[src/rtl/tinysoc_pkg.sv]
// -----------------------------------------------------------------------------
// tinysoc_pkg
// Shared definitions for the tiny SoC: the instruction-RAM loader state
// encoding and the byte / instruction-word widths shared with the
// instruction RAM.
//
// Optional feature macro: LOADER_CHECKSUM_EN adds the CSUM state.
// -----------------------------------------------------------------------------
package tinysoc_pkg;

  // Width of one stream byte.
  localparam int BYTE_W  = 8;
  // Width of one instruction word; also the instruction RAM data width.
  localparam int IWORD_W = 16;

  // Loader states. CSUM exists only when the trailing checksum byte is used.
  typedef enum logic [2:0] {
    ST_IDLE    = 3'd0,
    ST_LEN_HI  = 3'd1,
    ST_LEN_LO  = 3'd2,
    ST_DATA_HI = 3'd3,
    ST_DATA_LO = 3'd4,
`ifdef LOADER_CHECKSUM_EN
    ST_CSUM    = 3'd5,
`endif
    ST_DONE    = 3'd6,
    ST_ERR     = 3'd7
  } loader_state_t;

endpackage : tinysoc_pkg

[src/rtl/i_ram_loader.sv]
// -----------------------------------------------------------------------------
// i_ram_loader
// Byte-stream program loader for the instruction RAM write port. After a
// start pulse it reads a big-endian 16-bit word count N, then N big-endian
// 16-bit words, and writes them to RAM addresses 0..N-1. The CPU is held in
// reset while a load is in progress.
//
// Optional feature macro: LOADER_CHECKSUM_EN
//   defined   : one trailing checksum byte follows the data; the 8-bit sum of
//               all data bytes plus that byte must be 0x00, otherwise ERR.
//   undefined : the stream ends after the last data byte.
//
// Parameters
//   ADDR_WIDTH  instruction RAM address width (capacity 2^ADDR_WIDTH words)
//   DATA_WIDTH  RAM word width, fixed at 16 (two bytes per word)
//
// Ports
//   clk        in   system clock, rising edge
//   rst_n      in   asynchronous active-low reset
//   start      in   one-cycle pulse that begins a load (from IDLE/DONE/ERR)
//   rx_data    in   incoming byte
//   rx_valid   in   rx_data valid
//   rx_ready   out  loader accepts a byte this cycle
//   w_addr     out  RAM write address
//   w_data     out  RAM write data
//   w_en       out  RAM write strobe, one cycle per word
//   busy       out  load in progress
//   done       out  sticky success flag (until next start)
//   error      out  sticky failure flag (until next start)
//   cpu_hold   out  CPU reset request, equal to busy
// -----------------------------------------------------------------------------
module i_ram_loader
  import tinysoc_pkg::*;
#(
  parameter int ADDR_WIDTH = 12,
  parameter int DATA_WIDTH = IWORD_W
) (
  input  logic                  clk,
  input  logic                  rst_n,
  input  logic                  start,
  input  logic [BYTE_W-1:0]     rx_data,
  input  logic                  rx_valid,
  output logic                  rx_ready,
  output logic [ADDR_WIDTH-1:0] w_addr,
  output logic [DATA_WIDTH-1:0] w_data,
  output logic                  w_en,
  output logic                  busy,
  output logic                  done,
  output logic                  error,
  output logic                  cpu_hold
);

  // Word counter is one bit wider than the address so that a full-capacity
  // image (N = 2^ADDR_WIDTH) can be counted without wrapping.
  localparam int CNT_W     = ADDR_WIDTH + 1;
  // Length comparisons are done one bit wider than the 16-bit length field
  // so that 2^16 (ADDR_WIDTH = 16) is representable.
  localparam int LEN_EXT_W = IWORD_W + 1;
  localparam logic [LEN_EXT_W-1:0] MAX_WORDS = LEN_EXT_W'(1) << ADDR_WIDTH;

  // State entered once the last data word (or an empty image) has been taken.
`ifdef LOADER_CHECKSUM_EN
  localparam loader_state_t TAIL_STATE = ST_CSUM;
`else
  localparam loader_state_t TAIL_STATE = ST_DONE;
`endif

  loader_state_t           r_state;
  loader_state_t           w_next_state;

  logic [IWORD_W-1:0]      r_len;
  logic [BYTE_W-1:0]       r_data_hi;
  logic [CNT_W-1:0]        r_count;
  logic                    r_w_en;
  logic [ADDR_WIDTH-1:0]   r_w_addr;
  logic [DATA_WIDTH-1:0]   r_w_data;

  logic                    w_in_stream;
  logic                    w_accept;
  logic                    w_start_load;
  logic [IWORD_W-1:0]      w_len_full;
  logic                    w_len_too_long;
  logic                    w_len_zero;
  logic                    w_last_word;

`ifdef LOADER_CHECKSUM_EN
  logic [BYTE_W-1:0]       r_csum;
  logic [BYTE_W-1:0]       w_csum_next;
`endif

  // ---------------------------------------------------------------------------
  // Status decode: every byte-consuming state is also a busy state.
  // ---------------------------------------------------------------------------
  always_comb begin
    w_in_stream = (r_state == ST_LEN_HI)  || (r_state == ST_LEN_LO) ||
                  (r_state == ST_DATA_HI) || (r_state == ST_DATA_LO);
`ifdef LOADER_CHECKSUM_EN
    w_in_stream = w_in_stream || (r_state == ST_CSUM);
`endif
  end

  assign w_accept     = rx_valid && w_in_stream;
  assign w_start_load = start && ((r_state == ST_IDLE) || (r_state == ST_DONE) ||
                                  (r_state == ST_ERR));

  // Full length is formed combinationally so the range decision can be made
  // on the same edge that accepts the low length byte.
  assign w_len_full     = {r_len[IWORD_W-1:BYTE_W], rx_data};
  assign w_len_too_long = {1'b0, w_len_full} > MAX_WORDS;
  assign w_len_zero     = (w_len_full == '0);
  // The word being accepted now is word r_count; it is the last when
  // r_count + 1 == N.
  assign w_last_word    = (LEN_EXT_W'(r_count) + LEN_EXT_W'(1)) == {1'b0, r_len};

`ifdef LOADER_CHECKSUM_EN
  assign w_csum_next = r_csum + rx_data;
`endif

  // ---------------------------------------------------------------------------
  // State register
  // ---------------------------------------------------------------------------
  always_ff @(posedge clk or negedge rst_n) begin
    // NOTE: sequential state uses non-blocking assignments so every register
    // samples pre-edge values regardless of block ordering.
    if (!rst_n) begin
      r_state <= ST_IDLE;
    end else begin
      r_state <= w_next_state;
    end
  end

  // ---------------------------------------------------------------------------
  // Next-state logic
  // ---------------------------------------------------------------------------
  always_comb begin
    // NOTE: default assigned first so no path leaves w_next_state unassigned,
    // which would otherwise infer a latch.
    w_next_state = r_state;
    case (r_state)
      ST_IDLE, ST_DONE, ST_ERR: begin
        if (start) w_next_state = ST_LEN_HI;
      end
      ST_LEN_HI: begin
        if (w_accept) w_next_state = ST_LEN_LO;
      end
      ST_LEN_LO: begin
        if (w_accept) begin
          if (w_len_too_long)  w_next_state = ST_ERR;
          else if (w_len_zero) w_next_state = TAIL_STATE;
          else                 w_next_state = ST_DATA_HI;
        end
      end
      ST_DATA_HI: begin
        if (w_accept) w_next_state = ST_DATA_LO;
      end
      ST_DATA_LO: begin
        if (w_accept) w_next_state = w_last_word ? TAIL_STATE : ST_DATA_HI;
      end
`ifdef LOADER_CHECKSUM_EN
      ST_CSUM: begin
        if (w_accept) w_next_state = (w_csum_next == '0) ? ST_DONE : ST_ERR;
      end
`endif
      default: w_next_state = ST_IDLE;
    endcase
  end

  // ---------------------------------------------------------------------------
  // Datapath: length capture, byte assembly, word counter, write port
  // ---------------------------------------------------------------------------
  always_ff @(posedge clk or negedge rst_n) begin
    if (!rst_n) begin
      r_len     <= '0;
      r_data_hi <= '0;
      r_count   <= '0;
      r_w_en    <= 1'b0;
      r_w_addr  <= '0;
      r_w_data  <= '0;
    end else begin
      // Write strobe is a single-cycle pulse.
      r_w_en <= 1'b0;
      if (w_start_load) begin
        r_count <= '0;
      end
      if (w_accept) begin
        case (r_state)
          ST_LEN_HI:  r_len[IWORD_W-1:BYTE_W] <= rx_data;
          ST_LEN_LO:  r_len[BYTE_W-1:0]       <= rx_data;
          ST_DATA_HI: r_data_hi               <= rx_data;
          ST_DATA_LO: begin
            r_w_en   <= 1'b1;
            r_w_addr <= r_count[ADDR_WIDTH-1:0];
            r_w_data <= {r_data_hi, rx_data};
            r_count  <= r_count + CNT_W'(1);
          end
          default: ;
        endcase
      end
    end
  end

`ifdef LOADER_CHECKSUM_EN
  // Running sum of data bytes only; length bytes are excluded.
  always_ff @(posedge clk or negedge rst_n) begin
    if (!rst_n) begin
      r_csum <= '0;
    end else if (w_start_load) begin
      r_csum <= '0;
    end else if (w_accept && ((r_state == ST_DATA_HI) || (r_state == ST_DATA_LO))) begin
      r_csum <= w_csum_next;
    end
  end
`endif

  // ---------------------------------------------------------------------------
  // Outputs
  // ---------------------------------------------------------------------------
  assign rx_ready = w_in_stream;
  assign busy     = w_in_stream;
  assign cpu_hold = w_in_stream;
  assign done     = (r_state == ST_DONE);
  assign error    = (r_state == ST_ERR);
  assign w_en     = r_w_en;
  assign w_addr   = r_w_addr;
  assign w_data   = r_w_data;

endmodule : i_ram_loader

[config.mk]
export PLATFORM = sky130hd
export DESIGN_NAME = i_ram_loader
export DESIGN_NICKNAME = d
export VERILOG_FILES = /design/src/rtl/tinysoc_pkg.sv /design/src/rtl/i_ram_loader.sv
export SDC_FILE = /design/constraint.sdc
export NUM_CORES = 1
export LEC_CHECK = 0
export ABC_AREA = 1
export CAP_MARGIN = 20
export CELL_PAD_IN_SITES_DETAIL_PLACEMENT = 2
export CELL_PAD_IN_SITES_GLOBAL_PLACEMENT = 2
export CORE_MARGIN = 5
export CORE_UTILIZATION = 27
export DETAILED_ROUTE_END_ITERATION = 12
export PLACE_DENSITY_LB_ADDON = 0.1
export SLEW_MARGIN = 40
export SYNTH_ARGS = -nofsm -noshare
export SYNTH_HDL_FRONTEND = slang
export SYNTH_SLANG_ARGS = --single-unit
export TNS_END_PERCENT = 50
[constraint.sdc]
create_clock -name clk -period 2.9 [get_ports clk]
set_input_delay 0.58 -clock clk [delete_from_list [all_inputs] [get_ports clk]]
set_output_delay 0.58 -clock clk [all_outputs]
set_load 0.01 [all_outputs]
== Yosys cells after proc, flatten, opt, wreduce, memory -nomap -nowiden ==
Cells that the tools add are included.

* Register bits after elaboration: 69
* Logic and storage cells: 52

* $add $sub $neg: 2
* Order comparisons: 1
* Equal/unequal tests: 12
* Multiplexer cells: 14
* Reductions and logical operators: 15

{| class="wikitable"
|+ Operators with widths
! cell !! count
|-
| 2-to-1 mux 13 bit || 3
|-
| 2-to-1 mux 3 bit || 8
|-
| == test 14 x 16 -> 1 bit || 1
|-
| > comparator 16 x 13 -> 1 bit (second input constant) || 1
|-
| logical NOT 16 bit || 1
|-
| one-hot mux 3 bit (5 select lines) || 1
|-
| adder 13 x 1 -> 14 bit (second input constant) || 1
|-
| adder 13 x 1 -> 13 bit (second input constant) || 1
|-
| != test 2 bit (second input constant) || 5
|-
| == test 3 bit (second input constant) || 3
|-
| AND reduction 2 bit || 4
|-
| == test 3 x 2 -> 1 bit (second input constant) || 2
|-
| logical OR 1 bit || 5
|-
| AND reduction 5 bit || 1
|-
| == test 3 x 1 -> 1 bit (second input constant) || 1
|-
| logical NOT 3 bit || 1
|-
| OR reduction 3 bit || 1
|-
| logical AND 1 bit || 2
|-
| 2-to-1 mux 1 bit || 2
|}

== Longest topological paths before layout ==
Gate-level depths: netlist (run 1).

* Depth in word-level cells: 7
* Mapped depth: 16
* Depth with buffers taken out: 16

== Least setup slack after synthesis (run 1) ==
OpenSTA, ideal clock, no wires.

* Kind: reg-to-output
* Start point: reg r_state[1]
* End point: out cpu_hold
* Arrival time: 1.114 ns
* Data required time: 2.320 ns
* Path slack: 1.206 ns
* Stages on the path, launching flop included: 8
* Buffers on the path: 1
* Cell sequence: dfrtp_1 > inv_1 > nor2_1 > nand2_1 > inv_1 > nor3_1 > nand2_1 > buf_4

* Longest elaborated chain between the ends: 4
* Elaborated cells between the ends (all ways): 7

{| class="wikitable"
|+ Ends and longest elaborated chain
! what !! RTL line !! text
|-
| start, declared || i_ram_loader.sv:68 || <nowiki>loader_state_t r_state;</nowiki>
|-
| start signal, assigned || i_ram_loader.sv:128 || <nowiki>r_state <= w_next_state;</nowiki>
|-
| == test 3 x 1 -> 1 bit or == test 3 x 2 -> 1 bit (tied branches) || i_ram_loader.sv:95 || <nowiki>w_in_stream = (r_state == ST_LEN_HI) || (r_state == ST_LEN_LO) ||</nowiki>
|-
| logical OR 1 bit (2 in a row) || i_ram_loader.sv:95 ||
|-
| logical OR 1 bit (*) || i_ram_loader.sv:96 || <nowiki>(r_state == ST_DATA_HI) || (r_state == ST_DATA_LO);</nowiki>
|-
| end, declared || i_ram_loader.sv:50 || <nowiki>output logic cpu_hold</nowiki>
|}

Every way passes the cells marked *; elsewhere a longest branch is shown, timed or not.

== Worst setup path after layout (run 1) ==
Ends and elaborated chain as after synthesis.

==> results of run 1 <==
-- through the flow --
step | cell area, um2 | total power [uW] | setup WS (ns) | std cells
after global placement | 4040 | 2910 | 0.658 | 648
after global routing | 4350 | 4400 | 0.135 | 664
after CTS | 4350 | 4170 | 0.295 | 664
after floorplan | 3380 | 2310 | 1.21 | 442
after detailed placement | 4040 | 2970 | 0.676 | 648
final | 4350 | 4070 | 0.324 | 664
-- cell usage in the layout (no fill, tap or decap), drive strengths merged, types with 6 or more instances in the layout --
cell type and instances:
buf 8, clkbuf 10, clkdlybuf4s50 44, dfrtp 69, inv 47, nand2 168
nand3 42, nand4 6, nor2 27, o21ai 50
-- Yosys cell counts --
master / instances
sky130_fd_sc_hd__nand2_2: 3
sky130_fd_sc_hd__a21oi_1: 5
sky130_fd_sc_hd__nor2_1: 19
sky130_fd_sc_hd__nand2_1: 165
sky130_fd_sc_hd__nand3b_1: 5
sky130_fd_sc_hd__nand3_1: 42
sky130_fd_sc_hd__clkbuf_1: 12
sky130_fd_sc_hd__clkinv_1: 1
sky130_fd_sc_hd__o21ai_0: 49
sky130_fd_sc_hd__o22ai_1: 1
sky130_fd_sc_hd__buf_4: 2
sky130_fd_sc_hd__nor3_1: 3
sky130_fd_sc_hd__xnor3_1: 1
sky130_fd_sc_hd__ha_1: 1
sky130_fd_sc_hd__a31oi_1: 2
sky130_fd_sc_hd__inv_2: 1
sky130_fd_sc_hd__o21ai_1: 1
sky130_fd_sc_hd__dfrtp_1: 69
sky130_fd_sc_hd__inv_1: 45
sky130_fd_sc_hd__nand4_1: 6
sky130_fd_sc_hd__nor2_4: 4
sky130_fd_sc_hd__xor2_1: 1
sky130_fd_sc_hd__nor2_2: 4
-- flip-flops by register name, summed over array words and instances, names as in the netlist --
name,count
r_count,13
w_addr,12
r_data_hi,8
w_data,16
r_len,16
w_en,1
r_state,3
-- final timing paths --
check | from | end | slack, ns | cells past startpoint
max | r_state[1] | cpu_hold | 0.32 | 7
min reg2reg | w_data[8] | w_data[8] | 0.48 | 2
min in group clk | w_data[8] | w_data[8] | 0.48 | 2
max in group asynchronous | rst_n | w_data[4] | 2.13 | 2
min | rst_n | r_count[3] | 0.17 | 1
max reg2reg | r_count[0] | r_state[0] | 0.79 | 14
-- area by class of cell --
class | instances | area, um2
inverters | 47 | 176
flip-flops and latches | 69 | 1730
well taps | 168 | 210
clock buffers | 10 | 239
multi-input cells | 312 | 1420
fillers | 1429 | 7810
clock inverters | 6 | 71.3
repair buffers | 52 | 510
-- layer usage --
metal	share of wire	wire length [um]
met1	0.48	5130
met2	0.48	5130
met3	0.024	254
met4	0.022	236
met5	0	0
-- worst reg2reg max path, stage by stage (launching register included) --
cell	delay, ns
sky130_fd_sc_hd__dfrtp_1	0.45
sky130_fd_sc_hd__ha_1	0.27
sky130_fd_sc_hd__nand3_1	0.18
sky130_fd_sc_hd__o21ai_1	0.17
sky130_fd_sc_hd__nand2_1	0.14
sky130_fd_sc_hd__nand2_1	0.09
sky130_fd_sc_hd__nand2_1	0.05
sky130_fd_sc_hd__nor2_1	0.17
sky130_fd_sc_hd__nand2_1	0.09
sky130_fd_sc_hd__nor2_2	0.12
sky130_fd_sc_hd__nand2_1	0.07
sky130_fd_sc_hd__nand2_1	0.07
sky130_fd_sc_hd__nand2_1	0.05
sky130_fd_sc_hd__nand2_1	0.05
sky130_fd_sc_hd__nand2_1	0.04
-- cell families (layout without fill, tap and decap cells) --
logic type | after synthesis | count (layout) | synth area share
XOR/XNOR | 2 | 2 | 0.00925
buffers and inverters | 61 | 115 | 0.0699
AND/OR/NAND/NOR | 251 | 251 | 0.319
flip-flops | 69 | 69 | 0.511
AO/OA/AOI/OAI | 58 | 58 | 0.0870
adder cells (fa/ha/maj) | 1 | 1 | 0.00370
-- power breakdown --
| group | total [uW] | leakage [uW] | switching, uW | internal (uW) |
|---|---|---|---|---|
| sequential | 1540 | 0.000904 | 260 | 1280 |
| clock | 1150 | 0.000145 | 458 | 695 |
| combinational | 1380 | 0.000986 | 786 | 597 |
| total | 4070 | 0.00203 | 1500 | 2570 |
==> summary.md, run 1 <==
Port buffering added 45 buffers. Final hold analysis gives a worst-case slack of 0.174 ns. The clock tree synthesis step divided the H-tree into 3 levels.

Net count after synthesis: 455. The average wire per cell in the routed design came out at 16.2 um. For this design the static power due to leakage is 0.00203 uW.

The most used routing layer is met2. The repair_antennas step left the layout with diodes totalling 0. The die is 122 um tall. Pin placement for this block handled 46 I/O pins. The initial antenna violation count was 0; the maximum buffer depth of the clock tree was 2. Once detailed placement completed, the half-perimeter wirelength came to 7.83 mm. The logs give 0.00495 ns for the worst clock skew on the final layout and 0.413 mV for the maximum vdd ir drop. The final total negative setup slack is 0 ns. The signal on the critical path passes through inv_1 -> nor2_1 -> nand2_1 -> inv_1 -> nor3_1 -> nand2_1 -> clkdlybuf4s50_1. The tools report the global routing met3 resource utilization as 0.0283.

Yosys printed 0 warnings. TritonCTS built the clock tree. The number of hold violations in the final report was 0.

The die covers 14900 um2. The worst setup path is launched from a flop. After floorplanning, the core was sized to cover 12200 um2. The kind of path behind the tightest hold check was in2async. Data arrives at the worst endpoint at 2.00 ns. The number of different library cells used by synthesis comes to 23. Global-route usage over all layers: 0.158. Max-cap violations in this run came to 0.

In this run the remaining antenna-violating nets after routing total 0. The placer congestion estimate is 0.762. The cell count after synthesis came out at 442.

Post-CTS repair changed the size of 0 cells. The layout overhead on the synthesized area was 28.8%; the power density over the cells was 935 nW/um2. The routed layout has 3081 vias. The category of the critical setup timing path is reg2out. The tools report the starting density of the core as 0.278. The cell family with the largest share of critical-path delay is buffers and inverters.

Clock-pin slew was measured on the worst setup and hold paths at 0.06 ns. In this run the post-CTS setup repair buffer count came out at 0. The met2 global-route usage was 0.265. The fraction of final layout cells sized beyond drive strength 1 works out to 0.0746. The tools report the first-pass GRT wire length as 18.4 mm. The final cell utilization of the core was 0.358.

The width of the die was 122 um. In the routed design, unresolved DRC markers number 0. A synthesized cell averages 7.65 um2. The run finished with clean final reports. The register area share after synthesis was 0.511.

Worst endpoint required time: 2.32 ns. Entering global routing, the biggest net connects 62 pins. The clock latency of the later-clocked register in the worst-skew pair came out at 0.34 ns.

After global routing the overflow that remains totals 0. Setup repair after global routing left no endpoint under its margin. Capturing element type of the critical path: an output port. At the end of the flow, the number of nets in the layout was 504. The tools report the root buffer selected by CTS as sky130_fd_sc_hd__clkbuf_16. The normalized max-slew margin is 0.584, and the number of core rows is 40. The delay contributed by the slowest stage of the critical path is 0.51 ns. The met1 track demand over resource was 0.201. Critical path's slowest cell: sky130_fd_sc_hd__clkdlybuf4s50_1.

Measured slew at the worst slew-check pin: 0.623 ns. After detailed routing, the total wire length is 10.8 mm. The total buffers and inverters traversed by the critical path is 3. The final count of negative-setup-slack endpoints is 0.

The number of vias per cell after detailed routing was 4.64. For this run, the top clock speed supported by timing is 0.388 GHz. The count of final max-slew check failures is 0, and the largest driver fanout on the critical path is 5.

CTS saw 69 sinks. The flop and latch count out of synthesis came out at 69. The share of the cycle needed by the critical path after routing came out at 0.888. Via count of the first global-routing pass: 3539. The synthesized design spends more area on one cell type than any other, namely sky130_fd_sc_hd__dfrtp_1.

The final critical delay including setup and external delays was 2.58 ns. Counting the buffers created by CTS gives 9. In the post-synthesis netlist, the biggest area contributors are sky130_fd_sc_hd__dfrtp_1 (51%), sky130_fd_sc_hd__nand2_1 (18%), sky130_fd_sc_hd__o21ai_0 (7.3%).

The tools report the number of iterations in the first detailed-routing pass as 4. Buffers inserted to repair hold after CTS numbered 0. The synthesized netlist occupies a cell area of 3380 um2. The top cell type's share of synthesized area came out at 0.511. Count of routing violations after the opening detailed-route iteration: 110.
(Power assumes the default switching activity.)
==> run 2, diff against run 1 <==
--- a/config.mk
+++ b/config.mk
@@ -13,7 +13,7 @@
 export CORE_UTILIZATION = 27
 export DETAILED_ROUTE_END_ITERATION = 12
 export PLACE_DENSITY_LB_ADDON = 0.1
-export SLEW_MARGIN = 40
+export SLEW_MARGIN = 20
 export SYNTH_ARGS = -nofsm -noshare
 export SYNTH_HDL_FRONTEND = slang
 export SYNTH_SLANG_ARGS = --single-unit
==> constraint.sdc (replaced) <==
create_clock -name clk -period 2.4 [get_ports clk]
set_input_delay 0.48 -clock clk [delete_from_list [all_inputs] [get_ports clk]]
set_output_delay 0.48 -clock clk [all_outputs]
set_load 0.01 [all_outputs]
==> run 2 against run 1 <==
Net effect: combinational power rose by 21%; setup slack got worse by 0.094 ns; clock skew rose by 0.0042 ns; power up 18%; first-iteration DRC count down 3.6%; non-clock buffer count is 7 higher; final area up 1.1%; wire length up 3.3%; die area unchanged; final cell count rose by 1.1%; clock-buffer cell count unchanged; critical path type unchanged; critical endpoint is now busy; largest cell class unchanged.
==> summary.md, run 2 (same netlist as run 1, synthesis figures left out) <==
Reported net switching power: 1830 uW (+22%). The aggregate global routing overflow is 0 (unchanged), and the largest driver fanout on the critical path is 5 (unchanged). For the achievable clock frequency, the log shows 0.461 GHz. TritonCTS built the clock tree. Number of diodes: 0 (unchanged).

The logs give 0.00913 ns (+0.00418 ns) for the worst clock skew on the final layout and 8.20 mm (+4.8%) for the final HPWL from detailed placement. The post-place instance area was 4100 um2 (+1.4%). The number of hold violations in the final report is 0 (unchanged), and the DRC violation count after routing is 0 (unchanged).

The layout overhead on the synthesized area is 30.2%, and the count of final max-slew check failures is 0 (unchanged). The run gives 0.387 (+0.010) as the share of power burned in registers. The count of vias placed by the detailed router came out at 3132 (+1.7%).

Clock latency of the later-clocked register in the worst-skew pair: 0.34 ns (about the same). The worst reg-to-reg path cell count came out at 14 (unchanged). The root buffer selected by CTS was sky130_fd_sc_hd__clkbuf_16.

The average wire per cell in the routed design works out to 16.6 um (+2.2%). Worst hold path startpoint: r_data_hi[7]. Setup repair after global routing left no endpoint under its margin. The worst endpoint required time was 1.92 ns (-0.40 ns).

The worst setup path is of the reg2out kind. For the CTS buffer count, the log shows 9 (unchanged). Post-CTS setup buffer count: 0 (unchanged). The die span in y was 122 um (unchanged).

The leakage power figure is 0.00207 uW (+1.9%). The switching share of power was 0.380 (+0.0105). Clock-pin slew of the registers on the worst-case setup and hold paths: 0.06 ns (about the same).

The tools report the via count of the first global-routing pass as 3499 (-1.1%). The starting density of the core was 0.278 (unchanged). The share of the cycle needed by the critical path after routing was 0.904. The flow ran to the end, and the final reports show no timing, DRC or antenna violations. Leaving out fill and tap cells, the most frequent cell in the layout is sky130_fd_sc_hd__nand2_1. The final count of negative-setup-slack endpoints was 0 (unchanged). The final cell utilization of the core was 0.362 (+0.00391). The number of vias per cell after detailed routing is 4.67 (+0.59%), and the global-route usage over all layers is 0.162 (+0.00451). The run gives 11.1 mm (+3.3%) as the final routed wirelength across all metal layers. I/O pin count: 46 (unchanged). The data arrival at the endpoint of the critical path was 1.69 ns (-0.31 ns). In this run the worst hold path is classified as reg2reg.

The number of max-cap violations came out at 0 (unchanged). The tools report the area of all placed cells without fillers as 4400 um2 (+1.1%). The final antenna-violating net count came out at 0 (unchanged). The tools report the internal power contribution as 2990 uW (+16%). The core area is 12200 um2 (unchanged). STA classifies the critical path startpoint as a flop.

In this run the critical register-to-register path is captured at r_state[0]. The clock network fraction of total power came out at 0.267 (-0.016). The library cells used most frequently in the layout, excluding fill and tap cells, are sky130_fd_sc_hd__nand2_1 (164), sky130_fd_sc_hd__dfrtp_1 (69), sky130_fd_sc_hd__o21ai_0 (49), sky130_fd_sc_hd__inv_1 (45), sky130_fd_sc_hd__nand3_1 (42). The measured slew at the worst slew-check pin came out at 0.646 ns (+0.0239 ns). Final total negative setup slack: 0 ns (unchanged). The logs give 18.5 mm (+0.86%) for the first-pass GRT wire length and 58 (-6.5%) for the largest net degree at the start of global routing.

For the clock sink total, the log shows 69 (unchanged). The number of iterations in the first detailed-routing pass is 4 (unchanged), and the cell depth of the worst hold path is 2. The die footprint was 14900 um2 (unchanged).

The maximum level of the CTS H-tree is 3 (unchanged). The logs give 0 (unchanged) for the initial antenna violation count and 0.346 (+0.006) for the share of power burned in combinational logic. The count of port buffers added during placement is 45 (unchanged), and the final critical delay including setup and external delays is 2.17 ns. The worst reg2reg path startpoint was r_count[0]. The count of routing violations after the opening detailed-route iteration was 106 (-3.6%); the fraction of final layout cells sized beyond drive strength 1 was 0.0895 (+0.0149). Number of nets in the layout: 511 (+1.4%).

The power density over the cells is 1090 nW/um2 (+17%). The run gives 0.791 (+3.7%) as the placer congestion estimate. The worst-case register-to-register setup slack is 0.39 ns (-0.40 ns).

The width of the die works out to 122 um (unchanged). The run gives 40 (unchanged) as the number of core rows. STA classifies the critical path endpoint as an output port.

The maximum buffer depth of the clock tree is 2 (unchanged), and the normalized max-slew margin is 0.568 (-0.0158). The tools report the maximum vdd ir drop as 0.531 mV (+29%). For hold timing, the worst endpoint is w_data[15].
## run 2: power by group through the flow
stage	Combinational [uW]	Sequential [uW]	Clock, uW
2_1_floorplan	949	1850	0
3_3_place_gp	1680	1860	0
3_5_place_dp	1730	1880	0
4_1_cts	1720	1870	1330
5_1_grt	1900	1920	1390
6_report	1670	1860	1290
## run 2: layout make-up
class | instances | area, um2
Multi-Input combinational cell | 312 | 1430
Timing Repair Buffer | 59 | 574
Fill cell | 1427 | 7760
Clock buffer | 10 | 239
Clock inverter | 6 | 47.5
Tap cell | 168 | 210
Inverter | 47 | 176
Sequential cell | 69 | 1730
## run 2: what timing repair did
| action | 4_1_cts | 5_1_grt |
|---|---|---|
| setup endpoints to repair | 3 | 0 |
| gates resized for setup | 5 | 0 |
| hold buffers | 1 | 0 |
| endpoints found under the hold margin | 7 | 0 |
## run 2: layer usage
metal,vias to the layer above,global-route usage,share of wire
met2,37,0.282,0.50
met5,-,0,0
met3,8,0.0413,0.031
li1,1520,-,-
met1,1567,0.200,0.46
met4,0,0.0441,0.010
## run 2: worst max path at each step
stage,from,end,depth (start not counted)
3_3_place_gp,r_state[1],busy,7
5_1_grt,r_count[1],r_state[0],14
4_1_cts,r_state[1],busy,7
2_1_floorplan,r_count[0],r_state[0],14
6_report,r_state[1],busy,7
3_5_place_dp,r_state[1],busy,7
## run 2: critical path, stage by stage (launching register included)
cell and delay [ns]:
sky130_fd_sc_hd__dfrtp_1 0.43, sky130_fd_sc_hd__inv_1 0.10, sky130_fd_sc_hd__nor2_2 0.16, sky130_fd_sc_hd__nand2_1 0.08, sky130_fd_sc_hd__inv_1 0.11, sky130_fd_sc_hd__nor3_2 0.06, sky130_fd_sc_hd__nand2_1 0.12, sky130_fd_sc_hd__dlygate4sd2_1 0.29
## run 2: metrics by stage
step / cells / setup slack [ns] / power (uW) / hold slack, ns
final: 671 / 0.230 / 4820 / 0.478
after global routing: 671 / 0.0705 / 5210 / 0.512
after CTS: 671 / 0.204 / 4930 / 0.486
after detailed placement: 654 / 0.241 / 3620 / 0.362
after global placement: 654 / 0.296 / 3550 / 0.367
after floorplan: 442 / 0.733 / 2790 / 0.184
